==> config.mk <==
export PLATFORM = sky130hd
export DESIGN_NAME = riscv_multicycle_ctrl
export DESIGN_NICKNAME = d
export VERILOG_FILES = /design/src/rtl/riscv_multicycle_ctrl.sv
export SDC_FILE = /design/constraint.sdc
export NUM_CORES = 1
export LEC_CHECK = 0
export ABC_AREA = 0
export CAP_MARGIN = 5
export CORE_ASPECT_RATIO = 1.2
export CORE_MARGIN = 2
export CORE_UTILIZATION = 55
export CTS_BUF_LIST = sky130_fd_sc_hd__clkbuf_2
export CTS_CLUSTER_DIAMETER = 60
export DETAILED_ROUTE_END_ITERATION = 16
export GPL_TIMING_DRIVEN = 0
export PLACE_DENSITY = 0.94
export SETUP_SLACK_MARGIN = 0.02
export SLEW_MARGIN = 15
export SYNTH_ARGS = -nofsm -noshare
export SYNTH_HDL_FRONTEND = slang
export SYNTH_SLANG_ARGS = --single-unit
export TNS_END_PERCENT = 50
==> constraint.sdc <==
create_clock -name clk -period 5.2 [get_ports clk]
set_clock_uncertainty 0.1 [all_clocks]
set_input_delay 0.52 -clock clk [delete_from_list [all_inputs] [get_ports clk]]
set_output_delay 0.52 -clock clk [all_outputs]
set_load 0.01 [all_outputs]
==> src/rtl/riscv_multicycle_ctrl.sv <==
// riscv_multicycle_ctrl: multicycle RISC-V main controller sequencing a shared datapath over one
// variable-latency memory port, with memory timeout, illegal-opcode fault and retired-instruction count.
module riscv_multicycle_ctrl #(
  parameter int MEM_WAIT_MAX = 15,
  parameter int RET_CNT_W    = 32,
  parameter bit EN_BRANCH    = 1'b1
) (
  input  logic                 clk,
  input  logic                 reset,
  input  logic [6:0]           opcode,
  input  logic [2:0]           funct3,
  input  logic [6:0]           funct7,
  input  logic                 zero,
  input  logic                 mem_ready,
  output logic                 mem_read,
  output logic                 mem_write,
  output logic                 i_or_d,
  output logic                 ir_write,
  output logic                 pc_write,
  output logic                 pc_src,
  output logic                 reg_write,
  output logic                 mem_to_reg,
  output logic                 alu_src_a,
  output logic [1:0]           alu_src_b,
  output logic [3:0]           alu_cc,
  output logic                 fault,
  output logic [RET_CNT_W-1:0] retired
);
  typedef enum logic [3:0] {
    FETCH, DECODE, EXEC_R, EXEC_I, WB_ALU, MEM_ADDR, MEM_RD, WB_MEM, MEM_WR, BRANCH, FAULT
  } state_t;
  localparam logic [6:0] OP_R = 7'b0110011, OP_I = 7'b0010011, OP_LD = 7'b0000011,
                         OP_ST = 7'b0100011, OP_BR = 7'b1100011;
  localparam logic [3:0] CC_AND = 4'b0000, CC_OR = 4'b0001, CC_ADD = 4'b0010, CC_SUB = 4'b0110;
  state_t state_q, state_d;
  logic [7:0] cnt_q, cnt_d;
  logic [RET_CNT_W-1:0] ret_q, ret_d;
  logic legal, is_mem, timeout, retire;
  logic [3:0] dec_cc;
  always_comb begin
    legal = 1'b0;
    case (opcode)
      OP_R:         legal = (funct3 == 3'b000 && (funct7 == 7'b0000000 || funct7 == 7'b0100000)) ||
                            ((funct3 == 3'b111 || funct3 == 3'b110) && funct7 == 7'b0000000);
      OP_I:         legal = funct3 == 3'b000 || funct3 == 3'b111 || funct3 == 3'b110;
      OP_LD, OP_ST: legal = 1'b1;
      OP_BR:        legal = EN_BRANCH && funct3 == 3'b000;
      default:      legal = 1'b0;
    endcase
  end
  assign dec_cc = funct3 == 3'b111 ? CC_AND : funct3 == 3'b110 ? CC_OR :
                  (opcode == OP_R && funct7[5]) ? CC_SUB : CC_ADD;
  assign is_mem  = state_q inside {FETCH, MEM_RD, MEM_WR};
  assign timeout = is_mem && !mem_ready && cnt_q == 8'(MEM_WAIT_MAX);
  assign retire  = state_q inside {WB_ALU, WB_MEM, BRANCH} || (state_q == MEM_WR && mem_ready);
  always_comb begin
    state_d = state_q;
    case (state_q)
      FETCH:          state_d = mem_ready ? DECODE : FETCH;
      DECODE:         state_d = !legal ? FAULT : opcode == OP_R ? EXEC_R : opcode == OP_I ? EXEC_I :
                                opcode == OP_BR ? BRANCH : MEM_ADDR;
      EXEC_R, EXEC_I: state_d = WB_ALU;
      WB_ALU, WB_MEM: state_d = FETCH;
      BRANCH:         state_d = FETCH;
      MEM_ADDR:       state_d = opcode == OP_LD ? MEM_RD : MEM_WR;
      MEM_RD:         state_d = mem_ready ? WB_MEM : MEM_RD;
      MEM_WR:         state_d = mem_ready ? FETCH : MEM_WR;
      default:        state_d = FAULT;
    endcase
    if (timeout) state_d = FAULT;
  end
  // Any state change clears the wait count, so each new access starts from zero.
  assign cnt_d = state_d != state_q ? 8'd0 : (is_mem && !mem_ready) ? cnt_q + 8'd1 : cnt_q;
  assign ret_d = retire ? ret_q + RET_CNT_W'(1) : ret_q;
  always_ff @(posedge clk or negedge reset) begin
    if (!reset) begin
      state_q <= FETCH;
      cnt_q   <= '0;
      ret_q   <= '0;
    end else begin
      state_q <= state_d;
      cnt_q   <= cnt_d;
      ret_q   <= ret_d;
    end
  end
  // Controls are gated by reset so nothing is enabled while reset is held low.
  always_comb begin
    mem_read   = 1'b0;
    mem_write  = 1'b0;
    i_or_d     = 1'b0;
    ir_write   = 1'b0;
    pc_write   = 1'b0;
    pc_src     = 1'b0;
    reg_write  = 1'b0;
    mem_to_reg = 1'b0;
    alu_src_a  = 1'b0;
    alu_src_b  = 2'd0;
    alu_cc     = 4'd0;
    fault      = 1'b0;
    if (reset) begin
      case (state_q)
        FETCH:    begin mem_read = 1'b1; alu_src_b = 2'd1; alu_cc = CC_ADD;
                        ir_write = mem_ready; pc_write = mem_ready; end
        DECODE:   begin alu_src_b = 2'd2; alu_cc = CC_ADD; end
        EXEC_R:   begin alu_src_a = 1'b1; alu_cc = dec_cc; end
        EXEC_I:   begin alu_src_a = 1'b1; alu_src_b = 2'd2; alu_cc = dec_cc; end
        WB_ALU:   reg_write = 1'b1;
        MEM_ADDR: begin alu_src_a = 1'b1; alu_src_b = 2'd2; alu_cc = CC_ADD; end
        MEM_RD:   begin mem_read = 1'b1; i_or_d = 1'b1; end
        WB_MEM:   begin reg_write = 1'b1; mem_to_reg = 1'b1; end
        MEM_WR:   begin mem_write = 1'b1; i_or_d = 1'b1; end
        BRANCH:   begin alu_src_a = 1'b1; alu_cc = CC_SUB; pc_write = zero; pc_src = 1'b1; end
        default:  fault = 1'b1;
      endcase
    end
  end
  assign retired = ret_q;
endmodule
==> run metrics <==
Final TNS setup 0 ns; asr flop ratio synth 100.0%; Port Buffers 67; crit-path leading delay family buffers and inverters; CTS tree done; LEAKAGE 1.428 nW; worst setup path category input pin to output pin; Max Cap Viol 0; Root Buffer clkbuf_2; Hold Fails Final Rpt 0; DP HPWL between 5000 and 6000 um; # rows 27; DR top layer met4; Max transition margin between 50% and 60%; total power between 0.5 and 0.6 mW; measured slew at the worst slew-check pin roughly 0.72 ns; Congestion Overflow GR 0; Overall Global Routing Usage between 20 and 30%; RSZ-0062 raised after global routing no; vias in the first global route about 2.6k; pwr dens between 150 and 200 mW/mm^2; layout cells sized above 1 roughly 6.0%; Syn Inst Count 289; vias about 2.7k; CTS Hold Bufs 1; M1 WL slightly above 3000 um; clock period minus worst slack ~3.7 ns; # DRC 0; Mapped Area around 0.0027 mm^2; RD Place Congestion 0.9519; Antenna diodes 0; cts bufs inserted 5; TritonRoute pass-1 iters 4; Met3 Wirelength ~570 um; final WL 7650 um; DIE WIDTH 67.76 um; Worst Path Arrival around 3.1 ns; crit-path cells dlygate4sd3_1, buf_2, buf_12, nand2b_1, nor4_1, and2_1, a21o_1, clkdlybuf4s50_1; wire length on met2 3823 um; clock sink count 44; Tcrit/Tclk final between 70 and 80%; Ys Warns 0; top cell type by total area after synthesis dfrtp_1; initial antenna violation count 0; Worst path slowest cell dlygate4sd3_1; VDD IR-drop max about 0.16 mV; largest net degree at the start of global routing 30; Clk Latency, worst-skew pair around 0.43 ns; Setup Viol. Count Final 0; Synth Flop Type dfrtp_1; post-synthesis sequential area ratio between 40% and 50%; chip height 80.51 um; CP bufs+invs 4; Distinct cells, synth 55; CP max stage delay roughly 0.53 ns; H-tree depth 2; Yosys top cell area share ~41%; P&R area growth vs syn 31.30%; antenna-violating nets left 0; Clock Path Buffers 2; average via count per standard cell 6.257; Hold Crit Class flop to flop; CP max FO 29; CP Capture Type output pin; fmax ~270 MHz; boundary pin count 69; core footprint between 0.004 and 0.005 mm^2; post-CTS setup buffer count 0; Initial Utilization around 58%; post_cts resized 0; CTS clk-pin slew, worst paths 0.22 ns; Worst Setup Start Kind input pin; Die ar. ~0.0055 mm^2; Synth Area per Inst 9.282 um^2; final net count 388; Seq cells post-synth 44; DR iter-0 viols slightly below 200; Post-synth EDFFs 0; CP required around 4.6 ns; status complete, no violations; drt wl/cell ~18 um; syn_nets ~310; first-pass GRT wire length 12350 um; max-slew violations 0; Synth area leaders dfrtp_1, xnor2_1, xor2_1, nand2_1, nand4_1
==> cell type report <==
type / instances / area (um^2)
Timing Repair Buffer: 69 / 695.7
Buffer: 11 / 53.80
Tap cell: 58 / 72.57
Multi-Input combinational cell: 226 / 1498
Inverter: 8 / 30.03
Clock buffer: 5 / 25.02
Sequential cell: 44 / 1101
Fill cell: 300 / 1106
Clock inverter: 3 / 46.29
==> metrics by stage <==
step	instance area, um^2	instances	util (%)	setup slack [ns]	hold WS, ns
after detailed placement	3441	415	74.34	1.972	0.3696
after global routing	3522	424	76.10	1.312	0.4173
after CTS	3522	424	76.10	1.435	0.4068
after floorplan	2683	289	-	2.740	0.1244
final	3522	424	76.10	1.461	0.4043
after global placement	3426	414	74.02	0.4282	0.3604
==> worst paths after layout <==
| check | slack (ns) | cells after the start | endpoint | startpoint |
|---|---|---|---|---|
| worst max-delay path | 1.46 | 8 | pc_write | reset |
| worst min-delay path | 0.40 | 1 | retired[31] | retired[31] |
| worst max register to register | 2.47 | 5 | retired[29] | retired[3] |
| worst min register to register | 0.40 | 1 | retired[31] | retired[31] |
| max in group asynchronous | 3.97 | 3 | retired[29] | reset |
| min in group asynchronous | 0.47 | 2 | retired[24] | reset |
==> kinds of logic after synthesis <==
group | share of synthesized area, %
multiplexers | 0.7929
other | 0.1398
buffers and inverters | 3.125
adder cells (fa/ha/maj) | 0.9327
XOR/XNOR | 12.41
AND/OR/NAND/NOR | 27.61
flip-flops | 41.04
AO/OA/AOI/OAI | 13.95
==> where the power goes <==
group	leakage, nW	internal, mW	switching, mW
registers	0.578	0.343	0
clock network	0.0396	0.0827	0.119
logic	0.810	0.0190	0.0177
==> state kept, by name, summed over array words and instances, names as in the netlist <==
name     cells
state_q      4
retired     32
cnt_q        8
==> cell usage in the layout, fill, tap and decap left out, drive strengths merged, types with 6 or more instances in the layout <==
master,netlist,final
clkbuf,8,13
nor2,21,21
clkdlybuf4s50,0,66
inv,8,9
nor3,14,14
dfrtp,44,44
xnor2,20,20
and3,6,6
o21ai,10,10
nand3,12,12
nand4,13,13
a2111oi,6,6
nand2,23,23
nor4,7,7
and2,6,6
xor2,18,18
nor2b,7,7
==> synth_stat cells, drive strengths merged, types with 2 or more instances <==
cell type and count:
or3 3, a32oi 2, nor4b 2, a21o 2
nor2b 7, ha 2, nor4bb 2, nor3b 3
a31oi 2, nand4 13, a211oi 5, nor2 21
nand3 12, o2111ai 3, o21ai 10, buf 3
inv 8, nor3 14, nor4 7, o211ai 5
a21oi 4, o21a 3, or2 3, and3 6
nand2 23, dfrtp 44, and2 6, a2111oi 6
xnor2 20, or3b 2, xor2 18, nand2b 2
nand3b 2, clkbuf 8
==> metal layers <==
| metal | GRT usage, % | up-vias |
|---|---|---|
| li1 | - | 1208 |
| met1 | 37.44 | 1281 |
| met2 | 49.80 | 135 |
| met3 | 5.882 | 29 |
| met4 | 12.45 | 0 |
| met5 | 0 | - |
(Power assumes the default switching activity.)
